**config.mk**
```make
export PLATFORM = sky130hd
export DESIGN_NAME = dtw_pe_pipe
export DESIGN_NICKNAME = d
export VERILOG_FILES = /design/src/rtl/dtw_pkg.sv /design/src/rtl/dtw_local_cost.sv /design/src/rtl/dtw_pe_pipe.sv
export SDC_FILE = /design/constraint.sdc
export NUM_CORES = 1
export LEC_CHECK = 0
export ABC_AREA = 1
export BUFFER_PORTS_ARGS = -buffer_cell sky130_fd_sc_hd__buf_2
export CORE_MARGIN = 2
export CORE_UTILIZATION = 35
export CTS_CLUSTER_SIZE = 8
export DETAILED_ROUTE_END_ITERATION = 16
export PLACE_DENSITY = 0.63
export REMOVE_ABC_BUFFERS = 1
export SETUP_SLACK_MARGIN = 0.5
export SLEW_MARGIN = 40
export SYNTH_ARGS = -nofsm -noshare
export SYNTH_HDL_FRONTEND = slang
export SYNTH_SLANG_ARGS = --single-unit
```
**constraint.sdc**
```tcl
create_clock -name clk -period 5.05 [get_ports clk]
set_input_delay 0.505 -clock clk [delete_from_list [all_inputs] [get_ports clk]]
set_output_delay 0.505 -clock clk [all_outputs]
set_load 0.01 [all_outputs]
```
**src/rtl/dtw_pkg.sv**
```systemverilog
// Shared constants and sizing helpers for the DTW processing element.
// Path codes, operand source selects, INF value and cost width.
package dtw_pkg;

  localparam logic [1:0] PATH_DIAG = 2'b11;
  localparam logic [1:0] PATH_VERT = 2'b10;
  localparam logic [1:0] PATH_HORZ = 2'b01;
  localparam logic [1:0] PATH_NONE = 2'b00;

  typedef enum logic [1:0] {
    SRC_HOLD = 2'd0,
    SRC_PE   = 2'd1,
    SRC_EXT  = 2'd2,
    SRC_ZERO = 2'd3
  } src_e;

  function automatic logic [63:0] dtw_inf(input int dw);
    if (dw >= 64) return '1;
    return (64'd1 << dw) - 64'd1;
  endfunction

  function automatic int cost_width(input int ndim,
                                    input int fw,
                                    input int metric);
    return $clog2(ndim) +
           ((metric != 0) ? 2 * fw + 2 : fw + 1);
  endfunction

endpackage

```
**src/rtl/dtw_local_cost.sv**
```systemverilog
// Combinational local cost: L1 or squared L2 over NDIM features.
// Per-feature terms are exact and summed at the full cost width.
module dtw_local_cost
  import dtw_pkg::*;
#(
  parameter int NDIM   = 3,
  parameter int FW     = 10,
  parameter int METRIC = 0,
  parameter int CW     = cost_width(NDIM, FW, METRIC)
) (
  input  logic [NDIM*FW-1:0] i_t,
  input  logic [NDIM*FW-1:0] i_r,
  output logic [CW-1:0]      o_cost
);

  localparam int TW = (METRIC != 0) ? 2 * FW + 2 : FW + 1;

  logic [TW-1:0] w_term [NDIM];
  logic [CW-1:0] w_acc;

  for (genvar k = 0; k < NDIM; k++) begin : g_ft
    logic signed [FW:0]     w_d;
    logic signed [2*FW+1:0] w_dx;
    logic [2*FW+1:0]        w_sq;
    logic [FW:0]            w_ab;

    assign w_d = $signed({i_r[k*FW+FW-1], i_r[k*FW +: FW]})
               - $signed({i_t[k*FW+FW-1], i_t[k*FW +: FW]});
    assign w_dx = {{(FW+1){w_d[FW]}}, w_d};
    assign w_sq = w_dx * w_dx;
    assign w_ab = w_d[FW] ? -w_d : w_d;
    assign w_term[k] = (METRIC != 0) ? TW'(w_sq)
                                     : TW'(w_ab);
  end

  always_comb begin
    w_acc = '0;
    for (int k = 0; k < NDIM; k++) begin
      w_acc = w_acc + CW'(w_term[k]);
    end
  end

  assign o_cost = w_acc;

endmodule

```
**src/rtl/dtw_pe_pipe.sv**
```systemverilog
// Two-stage pipelined DTW cell: local cost plus min predecessor,
// saturating at INF, with traceback path and global stall.
module dtw_pe_pipe
  import dtw_pkg::*;
#(
  parameter int NDIM   = 3,
  parameter int FW     = 10,
  parameter int DW     = 16,
  parameter int METRIC = 0
) (
  input  logic               clk,
  input  logic               nrst,
  input  logic               ena,
  input  logic               i_valid,
  input  logic [DW-1:0]      D0,
  input  logic [DW-1:0]      D1,
  input  logic [DW-1:0]      D2,
  input  logic [NDIM*FW-1:0] T_pe,
  input  logic [NDIM*FW-1:0] T_ext,
  input  logic [1:0]         i_tsrc,
  input  logic [NDIM*FW-1:0] R_pe,
  input  logic [NDIM*FW-1:0] R_ext,
  input  logic [1:0]         i_rsrc,
  output logic [NDIM*FW-1:0] T,
  output logic [NDIM*FW-1:0] R,
  output logic [DW-1:0]      D,
  output logic [1:0]         o_path,
  output logic               o_valid
);

  localparam int VW = NDIM * FW;
  localparam int CW = cost_width(NDIM, FW, METRIC);
  localparam int SW = ((CW > DW) ? CW : DW) + 1;
  localparam logic [DW-1:0] INF = DW'(dtw_inf(DW));

  logic [VW-1:0] r_t, r_r, w_t, w_r;
  logic [CW-1:0] w_cost, r_cost;
  logic [DW-1:0] w_min, r_min, r_d, w_d;
  logic [1:0]    w_path, r_path, r_path2;
  logic          r_v1, r_valid, w_sat;
  logic [SW-1:0] w_sum;

  always_comb begin
    w_t = '0;
    unique case (src_e'(i_tsrc))
      SRC_HOLD: w_t = r_t;
      SRC_PE:   w_t = T_pe;
      SRC_EXT:  w_t = T_ext;
      default:  w_t = '0;
    endcase
  end

  always_comb begin
    w_r = '0;
    unique case (src_e'(i_rsrc))
      SRC_HOLD: w_r = r_r;
      SRC_PE:   w_r = R_pe;
      SRC_EXT:  w_r = R_ext;
      default:  w_r = '0;
    endcase
  end

  dtw_local_cost #(
    .NDIM  (NDIM),
    .FW    (FW),
    .METRIC(METRIC),
    .CW    (CW)
  ) u_cost (
    .i_t   (w_t),
    .i_r   (w_r),
    .o_cost(w_cost)
  );

  // Ties resolve diag > vertical > horizontal.
  always_comb begin
    w_min  = D2;
    w_path = PATH_HORZ;
    if (D0 <= D1 && D0 <= D2) begin
      w_min  = D0;
      w_path = PATH_DIAG;
    end else if (D1 <= D2) begin
      w_min  = D1;
      w_path = PATH_VERT;
    end
  end

  assign w_sum = SW'(r_cost) + SW'(r_min);
  assign w_sat = (r_min == INF) || (w_sum >= SW'(INF));
  assign w_d   = w_sat ? INF : w_sum[DW-1:0];

  always_ff @(posedge clk or negedge nrst) begin
    if (!nrst) begin
      r_t     <= '0;
      r_r     <= '0;
      r_cost  <= '0;
      r_min   <= '0;
      r_path  <= PATH_NONE;
      r_v1    <= 1'b0;
      r_d     <= '0;
      r_path2 <= PATH_NONE;
      r_valid <= 1'b0;
    end else if (ena) begin
      r_t     <= w_t;
      r_r     <= w_r;
      r_cost  <= w_cost;
      r_min   <= w_min;
      r_path  <= w_path;
      r_v1    <= i_valid;
      r_d     <= w_d;
      r_path2 <= r_path;
      r_valid <= r_v1;
    end
  end

  assign T       = r_t;
  assign R       = r_r;
  assign D       = r_d;
  assign o_path  = r_path2;
  assign o_valid = r_valid;

endmodule

```
## Yosys cells after proc, flatten, opt, wreduce, memory -nomap -nowiden

Index checks and enable logic that the tools add are counted.

- Logic and storage cells: 41
- Output and inout port bits: 79
- Input port bits: 176
- Register bits: 111

- Multiplexer cells: 10
- Magnitude comparators: 4
- Reductions and logical operators: 4
- Add/subtract/negate cells: 9
- Equality and inequality tests: 5

Operators with widths:

| cell | count |
|---|---|
| $pmux 30 s3 | 2 |
| $le 16x16->1 | 3 |
| $mux 16 | 3 |
| $mux 11 | 3 |
| $neg 11->11 | 3 |
| $sub 10x10->11 | 3 |
| $add 13x16->17 | 1 |
| $ge 17x16->1 const B | 1 |
| $eq 16x16->1 const B | 1 |
| $add 13x11->13 | 1 |
| $add 11x11->12 | 1 |
| $eq 2x1->1 const B | 2 |
| $eq 2x2->1 const B | 2 |
| $logic_not 2->1 | 2 |
| $mux 2 | 2 |
| $logic_and 1x1->1 | 1 |
| $logic_or 1x1->1 | 1 |

## Logic depth before layout (Yosys ltp)

Gate-level depths: netlist of the first run.

- Depth after elaboration: 7
- Gate-level depth with buffers: 37
- Gate-level depth less buffers: 36

## By module

A second synthesis of the first run with hierarchy kept.

- Cell total of the unflattened synthesis: 1872
- Area, all modules: 11659.9 um2

By module, submodules not included:

| module | cells each | sequential area each (um2) | area an instance (um2) | times used |
|---|---|---|---|---|
| dtw_pe_pipe | 1260 | 2777.7 | 8304.2 | 1 |
| dtw_local_cost | 612 | 0.0 | 3355.7 | 1 |

## Least setup slack after synthesis of the first run

OpenSTA, ideal clock, no wires.

- Kind: input -> register
- From: input i_tsrc[1]
- To: register r_cost[10]
- Path slack: -0.102 ns
- Stages on the path: 32
- Buffers on the path: 2
- Data required time: 4.917 ns
- Arrival time: 5.019 ns
- Setup time: 0.133 ns
- Cells stage by stage: inv_1 -> nand2_1 -> clkbuf_1 -> nor2_1 -> a221oi_1 -> inv_1 -> fa_1 -> inv_1 -> nand3_1 -> nand2_1 -> nand4_1 -> o211ai_1 -> nand2_1 -> nand2_1 -> nand2_1 -> buf_2 -> o21ai_0 -> ha_1 -> nand3_1 -> nand2_1 -> a21oi_1 -> nor2_1 -> nor2_1 -> xor2_1 -> inv_1 -> ha_1 -> a21o_1 -> a21oi_1 -> o21ai_0 -> a21boi_0 -> xor2_1 -> o21ai_0

- Cells in the longest elaborated chain, start to end: 7
- Elaborated cells on any way between the ends: 15
- Classes of those cells: add/sub: 8; eq/ne: 2; mux: 4; reduce/logical: 1

Ends and longest elaborated chain:

| element | line | source |
|---|---|---|
| from (decl) | dtw_pe_pipe.sv:20 | `input logic [1:0] i_tsrc,` |
| $eq 2x2->1, or another cell as far along | dtw_pe_pipe.sv:45 | `unique case (src_e'(i_tsrc))` |
| $pmux 30 s3 (*) | dtw_pe_pipe.sv:45 |  |
| via u_cost.i_t[11] | dtw_local_cost.sv:11 | `input logic [NDIM*FW-1:0] i_t,` |
| $sub 10x10->11 (*) | dtw_local_cost.sv:28 | `- $signed({i_t[k*FW+FW-1], i_t[k*FW +: FW]});` |
| $neg 11->11 | dtw_local_cost.sv:31 | `assign w_ab = w_d[FW] ? -w_d : w_d;` |
| $mux 11 (*) | dtw_local_cost.sv:31 |  |
| $add 11x11->12 (*) | dtw_local_cost.sv:39 | `w_acc = w_acc + CW'(w_term[k]);` |
| $add 13x11->13 (*) | dtw_local_cost.sv:39 |  |
| to (signal assigned) | dtw_pe_pipe.sv:105 | `r_cost <= w_cost;` |
| to (decl) | dtw_pe_pipe.sv:37 | `logic [CW-1:0] w_cost, r_cost;` |

Mark *: on every way through the listed nets, which the timed path passes. The rest lies on a longest branch.
A chain may end at the register's enable or synchronous reset.

## Worst setup path in the final report of the first run

- From: input i_rsrc[1]
- To: register r_cost[10]

- Cells in the longest elaborated chain, start to end: 7
- Elaborated cells on any way between the ends: 15
- Classes of those cells: add/sub: 8; eq/ne: 2; mux: 4; reduce/logical: 1

Ends and longest elaborated chain:

| element | line | source |
|---|---|---|
| from (decl) | dtw_pe_pipe.sv:23 | `input logic [1:0] i_rsrc,` |
| $eq 2x2->1, or another cell as far along | dtw_pe_pipe.sv:55 | `unique case (src_e'(i_rsrc))` |
| $pmux 30 s3 (*) | dtw_pe_pipe.sv:55 |  |
| via u_cost.i_r[5] | dtw_local_cost.sv:12 | `input logic [NDIM*FW-1:0] i_r,` |
| $sub 10x10->11 (*) | dtw_local_cost.sv:28 |  |
| $neg 11->11 | dtw_local_cost.sv:31 |  |
| $mux 11 (*) | dtw_local_cost.sv:31 |  |
| $add 11x11->12 (*) | dtw_local_cost.sv:39 |  |
| $add 13x11->13 (*) | dtw_local_cost.sv:39 |  |

Marked as above.

==> results of run 1 <==
layout make-up:
| cell class | count | area, um2 |
|---|---|---|
| tap | 396 | 495 |
| clock buffer | 12 | 256 |
| inverter | 261 | 990 |
| timing repair buffer | 416 | 2640 |
| fill | 3105 | 16000 |
| sequential | 111 | 2780 |
| clock inverter | 4 | 36.3 |
| multi-input combinational | 1275 | 7610 |
per-stage QoR:
step | instances | utilization | power (mW) | setup WS, ps | setup TNS [ps]
final | 2475 | 0.480 | 8.44 | 411 | 0
after global routing | 2475 | 0.480 | 9.29 | 147 | 0
after CTS | 2465 | 0.468 | 7.83 | 500 | 0
after detailed placement | 2408 | 0.436 | 6.58 | -258 | -974
after global placement | 2408 | 0.436 | 6.49 | -112 | -269
after floorplan | 1647 | - | 4.51 | -673 | -3230
cell families after synthesis:
family                     share of synthesized area
AOI/OAI and AO/OA                              0.132
DFF                                            0.252
xor gates and xnor gates                      0.0420
buffers and inverters                          0.109
and+or+nand+nor                                0.322
adders and majority gates                      0.143
how the worst max path moves through the flow:
stage / slack [ps] / end / startpoint / depth (start not counted)
finish: 410 / r_cost[10] / i_rsrc[1] / 27
global route: 150 / r_cost[11] / i_tsrc[1] / 35
CTS: 500 / r_cost[11] / i_rsrc[0] / 31
detailed placement: -260 / r_cost[10] / i_tsrc[1] / 30
global placement: -110 / r_cost[10] / i_rsrc[1] / 33
floorplan: -670 / r_cost[10] / i_rsrc[1] / 31
repair_timing:
item                       4_1_cts  5_1_grt
gates resized for setup         96       67
setup endpoints to repair        7        9
setup buffers                   41       10
pin swaps                       55       66
per-layer routing:
| layer | share of wire | vias up | wire length, um | GRT usage |
|---|---|---|---|---|
| li1 | - | 6186 | - | - |
| met1 | 0.48 | 5470 | 15500 | 0.269 |
| met2 | 0.47 | 243 | 15300 | 0.335 |
| met3 | 0.041 | 37 | 1340 | 0.0229 |
| met4 | 0.016 | 0 | 510 | 0.0501 |
| met5 | 0 | - | 0 | 0 |
state kept, by name (all words and copies together) (netlist names), 2 cells and up:
| register | count |
|---|---|
| o_path | 2 |
| r_min | 16 |
| r_cost | 13 |
| D | 16 |
| r_path | 2 |
| T | 30 |
| R | 30 |
Yosys cell counts (all sizes together) (4+ instances only):
| cell | number | area [um2] |
|---|---|---|
| xnor2 | 18 | 165 |
| o21ai | 95 | 475 |
| nand3 | 107 | 561 |
| nor3 | 10 | 55.1 |
| or2 | 16 | 100 |
| fa | 6 | 120 |
| clkbuf | 36 | 135 |
| nor2 | 97 | 372 |
| a21o | 6 | 45.0 |
| o211ai | 50 | 375 |
| dfrtp | 111 | 2780 |
| ha | 116 | 1450 |
| inv | 260 | 976 |
| a221oi | 11 | 96.3 |
| and2 | 4 | 25.0 |
| nand3b | 5 | 37.5 |
| xor2 | 34 | 298 |
| buf | 15 | 82.6 |
| nand2 | 591 | 2240 |
| nand4 | 20 | 125 |
| a21oi | 74 | 374 |
layout by cell type, fill, tap and decap left out, types with 56 or more instances in the layout:
master	Yosys	layout
nor2_1	94	84
nand3_1	102	96
a21oi_1	73	56
inv_1	259	250
dfrtp_1	111	111
ha_1	116	100
buf_2	6	248
buf_4	1	144
nand2_1	583	559
o21ai_0	95	84
worst max-delay path, cell delays in order:
cell	delay, ps
buf_6	100
nor2_4	120
inv_4	70
buf_6	120
buf_8	120
o211ai_1	360
ha_4	280
a21oi_1	190
nand3_2	120
nand2_2	70
nand2_1	50
nand2_2	70
nand2_2	70
buf_4	160
a21oi_1	160
xor2_1	260
ha_1	290
nand2_2	110
nor3_4	200
a21oi_2	100
o21ai_1	180
xor2_1	240
ha_1	310
a21oi_1	140
a21boi_2	210
xor2_1	160
o21ai_0	80
power groups by stage:
stage	logic (mW)	clock network (mW)	registers (mW)
floorplan	3.24	0	1.26
global route	7.25	0.794	1.25
detailed placement	5.34	0	1.24
global placement	5.25	0	1.24
finish	6.49	0.732	1.22
CTS	5.85	0.756	1.23
==> reports/metrics.cfg, run 1 <==
[route]
dr.pass1.iters=5
drcViolationCount=0
drt_iter0_drc=584
via_per_inst=4.82
wl_per_cell_um=13.2
vias=11900
routed_wl_mm=32.7
detail-route-antenna-nets=0

[timing]
fmax_mhz=216
maxSlewHeadroom=0.506
fin_crit_sh=0.919
final_hold_viol_count=0
worst_slew_pin_slew_ps=735
rsz0062_at_grt=true
setup_viol_count_final=0
skew_ps=19.5
finalCriticalPeriod_ps=4640
worst_hold_slack_ps=130
slew_viol_final=0

[global_routing]
grt_max_degree=82
antenna_found_initial=0
grt_pass1_wl_mm=54.6
grt_usage=0.198
overflow=0
grt_pass1_vias=11500

[setup_path]
rr_endpoint=r_cost[10]
cp-end-kind=register
r2r_setup_slack_ps=530
reg2reg_depth=26
crit_required_ps=5270
worst_setup_path_start_kind=input pin
crit_fanout=7
crit_type=in2reg
r2r-start=T[11]
cp.arrival_ps=4860

[layout]
design_area_um2=14800
syn2layout_area_growth_pct=34.3
final_nets=2372
final_layout_size_suffix_gt1_frac=0.277
diodes=0

[floorplan]
io_pins=255
core_area_um2=30800
die_h_um=181
die-area_um2=32900
dieWidth_um=181
fp-row-count=64
start_util=0.357

[power]
seq_power_share=0.145
internal_power_mw=4.63
vdd_drop_max_uv=531
power.share.clock=0.087
power_density_nw_per_um2=570
power_switching_mw=3.82
p_leak_nw=8.11
combPwrFrac=0.768
p_sw_frac=0.452

[logic_synthesis]
async_reset_ff_frac=1.00
synth_seq_area_share=0.252
ys_warn_count=0
ys.flop_type=dfrtp_1
yosys_register_bits=111
synth_cell_types=42
synth.cell_area_um2=11000
synthCells=1698
synth.avg_cell_area_um2=6.49
synth-edff-count=0

[place]
placedInstanceArea_um2=13400
port_buffers=254
dp_hpwl_mm=25.8
routabilityCongestion=0.867

[clock_network]
holdBufCountCts=0
clk_pin_slew_ps=80
clk_latency_ps=360
numClockSinks=111
cts-root-buf=clkbuf_16
cts_tree=built
cts.htree.levels=3
cts_buffer_depth=2
cts_inserted_buffers=9

[outcome]
outcome=finished clean

[flow_run]
drv_cap=0

[min_path]
min_path_type=in2async

(Power assumes the default switching activity.)
==> run 2, diff against run 1 <==
--- a/config.mk
+++ b/config.mk
@@ -11,6 +11,7 @@
 export CORE_UTILIZATION = 35
 export CTS_CLUSTER_SIZE = 8
 export DETAILED_ROUTE_END_ITERATION = 16
+export MAX_ROUTING_LAYER = met4
 export PLACE_DENSITY = 0.63
 export REMOVE_ABC_BUFFERS = 1
 export SETUP_SLACK_MARGIN = 0.5
==> run 2 against run 1 <==
Critical endpoint is now r_cost[11]. Global-route usage is 0.58 points higher. Highest routed layer unchanged. Utilization is 0.71 points higher. Largest cell class unchanged. Wire length increased by 2.0%. Combinational power fell by 1%. Largest power group unchanged. Cell count is 0.65% higher. First-iteration DRC count down 7.4%. Flip-flop and latch count stayed put.
==> reports/metrics.cfg, run 2 (synthesis gave the netlist of run 1 again) <==
[outcome]
outcome=finished clean

[floorplan]
die-area_um2=32900
die_h_um=181
core_area_um2=30800
start_util=0.357
fp-row-count=64
dieWidth_um=181
io_pins=255

[setup_path]
r2r_setup_slack_ps=510
cpPeakStageDelay_ps=340
worst_path_max_delay_cell=ha_1
cp-end-kind=register
rr_endpoint=r_cost[11]
crit_type=in2reg
crit_family=simple AND/OR/NAND/NOR gates
crit_path_frequent_cell=nand2_1
reg2reg_depth=31
worst_setup_path_start_kind=input pin
r2r-start=T[11]
crit_fanout=8
crit_required_ps=5270
cp.arrival_ps=4880
crit_buf_inv=8

[clock_network]
cts_buffer_depth=2
cts_inserted_buffers=9
holdBufCountCts=0
cts_tree=built
numClockSinks=111
cts.htree.levels=3
clk_latency_ps=360
clk_pin_slew_ps=80
cts-root-buf=clkbuf_16

[layout]
design_area_um2=15000
layout_common_cells=nand2_1 (562), buf_2 (248), inv_1 (245)
final_layout_size_suffix_gt1_frac=0.285
final_util=0.487
final_nets=2388
syn2layout_area_growth_pct=36.3
final_common_cell=nand2_1
final_cells=2491
diodes=0

[place]
dp_hpwl_mm=25.8
port_buffers=254
routabilityCongestion=0.892
dpl.cell_count=2409
placedInstanceArea_um2=13400

[route]
via_per_inst=4.79
routed_wl_mm=33.3
detail-route-antenna-nets=0
drcViolationCount=0
drt_iter0_drc=541
wl_per_cell_um=13.4
vias=11900
dr.pass1.iters=5

[timing]
slew_viol_final=0
skew_ps=14.5
rsz0062_at_grt=true
setup_viol_count_final=0
final_hold_viol_count=0
fmax_mhz=215
maxSlewHeadroom=0.504
worst_slew_pin_slew_ps=737
worst_hold_slack_ps=138
fin_crit_sh=0.923
finalCriticalPeriod_ps=4660

[global_routing]
grt_usage=0.204
grt_pass1_vias=11400
grt_pass1_wl_mm=54.5
antenna_found_initial=0
grt_max_degree=82
overflow=0

[power]
power_density_nw_per_um2=558
power_mw=8.39
vdd_drop_max_uv=486
p_leak_nw=8.22

[flow_run]
drv_cap=0

[min_path]
min_path_type=in2async

==> run 2: what timing repair did <==
action | in CTS | in global routing
gates resized for setup | 79 | 107
pin swaps | 38 | 66
endpoints found under the setup margin | 8 | 11
buffers inserted | 46 | 19
==> run 2: stage by stage <==
stage          TNS [ps]  worst slack (ps)
3_5_place_dp      -1320              -284
5_1_grt               0               112
4_1_cts               0               506
3_3_place_gp       -416              -154
2_1_floorplan     -3230              -673
6_report              0               390
==> run 2: worst max-delay path by stage <==
stage	startpoint	endpoint	slack [ps]	cells after the start
floorplan	i_rsrc[1]	r_cost[10]	-670	31
global placement	i_rsrc[1]	r_cost[10]	-150	33
detailed placement	i_rsrc[0]	r_cost[10]	-280	32
CTS	i_tsrc[1]	r_cost[11]	510	34
global route	i_rsrc[1]	r_cost[11]	110	35
finish	i_rsrc[1]	r_cost[11]	390	35
==> run 2: area by class of cell <==
type	instances	area, um2
Clock buffer	10	239
Clock inverter	6	66.3
Fill cell	3079	15800
Inverter	261	1000
Multi-Input combinational cell	1275	7650
Sequential cell	111	2780
Tap cell	396	495
Timing Repair Buffer	432	2790
==> run 2: where the power goes <==
part	internal, mW	total [mW]	switching (mW)
Sequential	1.10	1.23	0.130
Clock	0.402	0.760	0.358
Combinational	3.13	6.40	3.27
==> run 2: per-layer routing <==
metal  GRT usage  up-vias  wire length, um
met1       0.274     5433            15900
li1            -     6218                -
met3      0.0221       45             1150
met5           -        -                0
met2       0.330      244            15600
met4      0.0481        0              603
==> run 3, diff against run 2 <==
--- a/config.mk
+++ b/config.mk
@@ -11,10 +11,9 @@
 export CORE_UTILIZATION = 35
 export CTS_CLUSTER_SIZE = 8
 export DETAILED_ROUTE_END_ITERATION = 16
-export MAX_ROUTING_LAYER = met4
 export PLACE_DENSITY = 0.63
 export REMOVE_ABC_BUFFERS = 1
-export SETUP_SLACK_MARGIN = 0.5
+export SETUP_SLACK_MARGIN = 0.02
 export SLEW_MARGIN = 40
 export SYNTH_ARGS = -nofsm -noshare
 export SYNTH_HDL_FRONTEND = slang
==> run 3 against run 2 <==
Register-to-register slack worse by 70 ps. Final area is 6.4% lower. Sequential power barely moved. Highest routed layer unchanged. Wire length down 4.8%. Critical path type unchanged. Hold slack worse by 8.8 ps. Non-clock buffer count fell by 57. Clock skew grew 3.3 ps. Clock-buffer cell count increased by 2. Via count decreased by 2.2%. Critical endpoint is now r_cost[10]. Flip-flop and latch count is the same.
==> reports/metrics.cfg, run 3 (synthesis gave the netlist of run 1 again) <==
[route]
drcViolationCount=0
vias=11700
drt_iter0_drc=566
detail-route-antenna-nets=0
routed_wl_mm=31.7
via_per_inst=4.79
wl_per_cell_um=13.0
dr.pass1.iters=5

[outcome]
outcome=finished clean

[timing]
worst_slew_pin_slew_ps=735
skew_ps=17.8
fmax_mhz=212
final_hold_viol_count=0
fin_crit_sh=0.935
slew_viol_final=0
finalCriticalPeriod_ps=4720
setup_ws_ps=329
maxSlewHeadroom=0.506
setup_viol_count_final=0

[global_routing]
overflow=0
grt_pass1_wl_mm=52.9
grt_max_degree=82
grt_usage=0.192
grt_pass1_vias=11100
antenna_found_initial=0

[place]
dp_hpwl_mm=25.8
placedInstanceArea_um2=13400
port_buffers=254
routabilityCongestion=0.867
post-place-ws_ps=-258

[floorplan]
die_h_um=181
fp-row-count=64
dieWidth_um=181
start_util=0.357
die-area_um2=32900
core_area_um2=30800
io_pins=255

[layout]
final_common_cell=nand2_1
diodes=0
final_nets=2332
layout_common_cells=nand2_1 (577), inv_1 (255), buf_2 (251)
design_area_um2=14100
final_util=0.456
final_layout_size_suffix_gt1_frac=0.231
syn2layout_area_growth_pct=27.6

[clock_network]
clk_latency_ps=360
clk_pin_slew_ps=80
cts_buffer_depth=2
numClockSinks=111
cts-root-buf=clkbuf_16
cts_tree=built
cts_inserted_buffers=9
cts.htree.levels=3

[setup_path]
crit_required_ps=5270
cp-end-kind=register
crit_path_frequent_cell=nand2_1
cp.arrival_ps=4940
crit_fanout=5
cpPeakStageDelay_ps=400
worst_setup_path_start_kind=input pin
worst_path_max_delay_cell=fa_2
crit_type=in2reg

[power]
power_density_nw_per_um2=542
p_leak_nw=7.83
power_mw=7.61
vdd_drop_max_uv=550

[flow_run]
drv_cap=0

[min_path]
min_path_type=in2async

==> run 3: path summary, 6_finish.rpt <==
kind / slack, ps / cells past startpoint / startpoint / to
worst min register to register: 480 / 2 / o_valid / o_valid
max in group asynchronous: 3870 / 2 / nrst / R[28]
worst max-delay path: 330 / 31 / i_tsrc[0] / r_cost[10]
worst min-delay path: 130 / 1 / nrst / R[3]
worst max register to register: 440 / 28 / T[11] / r_cost[10]
min in group clk: 360 / 3 / i_valid / r_v1
==> run 3: cell type report <==
type                       count  area [um2]
sequential                   111        2780
fill                        3199       16800
timing repair buffer         375        2260
clock buffer                  12         256
multi-input combinational   1276        7240
inverter                     261         985
clock inverter                 4        36.3
tap                          396         495
==> run 3: worst max-delay path: cells and delay by family <==
family | cells | cell delay (ps)
fa+ha+maj | 4 | 1300
simple gates | 10 | 800
xor+xnor | 3 | 540
buf+inv | 6 | 570
compound gates | 8 | 1210
==> run 3: per-stage QoR <==
| step | hold slack, ps | std cells | TNS (ps) |
|---|---|---|---|
| global placement | 453 | 2408 | -269 |
| CTS | 164 | 2424 | 0 |
| finish | 129 | 2435 | 0 |
| detailed placement | 458 | 2408 | -974 |
| floorplan | 209 | 1647 | -3230 |
| global route | 187 | 2435 | -34.2 |
==> run 3: per-layer routing <==
layer | routed length [um] | track usage
met1 | 15500 | 0.265
met2 | 14500 | 0.321
met3 | 1220 | 0.0209
met4 | 518 | 0.0446
met5 | 0 | 0
==> run 3: what timing repair did <==
action,in CTS,in global routing
hold buffers,0,0
setup endpoints to repair,0,7
buffers inserted,0,9
gates resized for setup,0,59
==> run 3: report_power, final <==
group          internal [mW]  leakage (nW)  switching, mW
Clock                  0.371         0.142          0.359
Combinational           2.71          6.31           2.94
Sequential              1.10          1.39          0.128
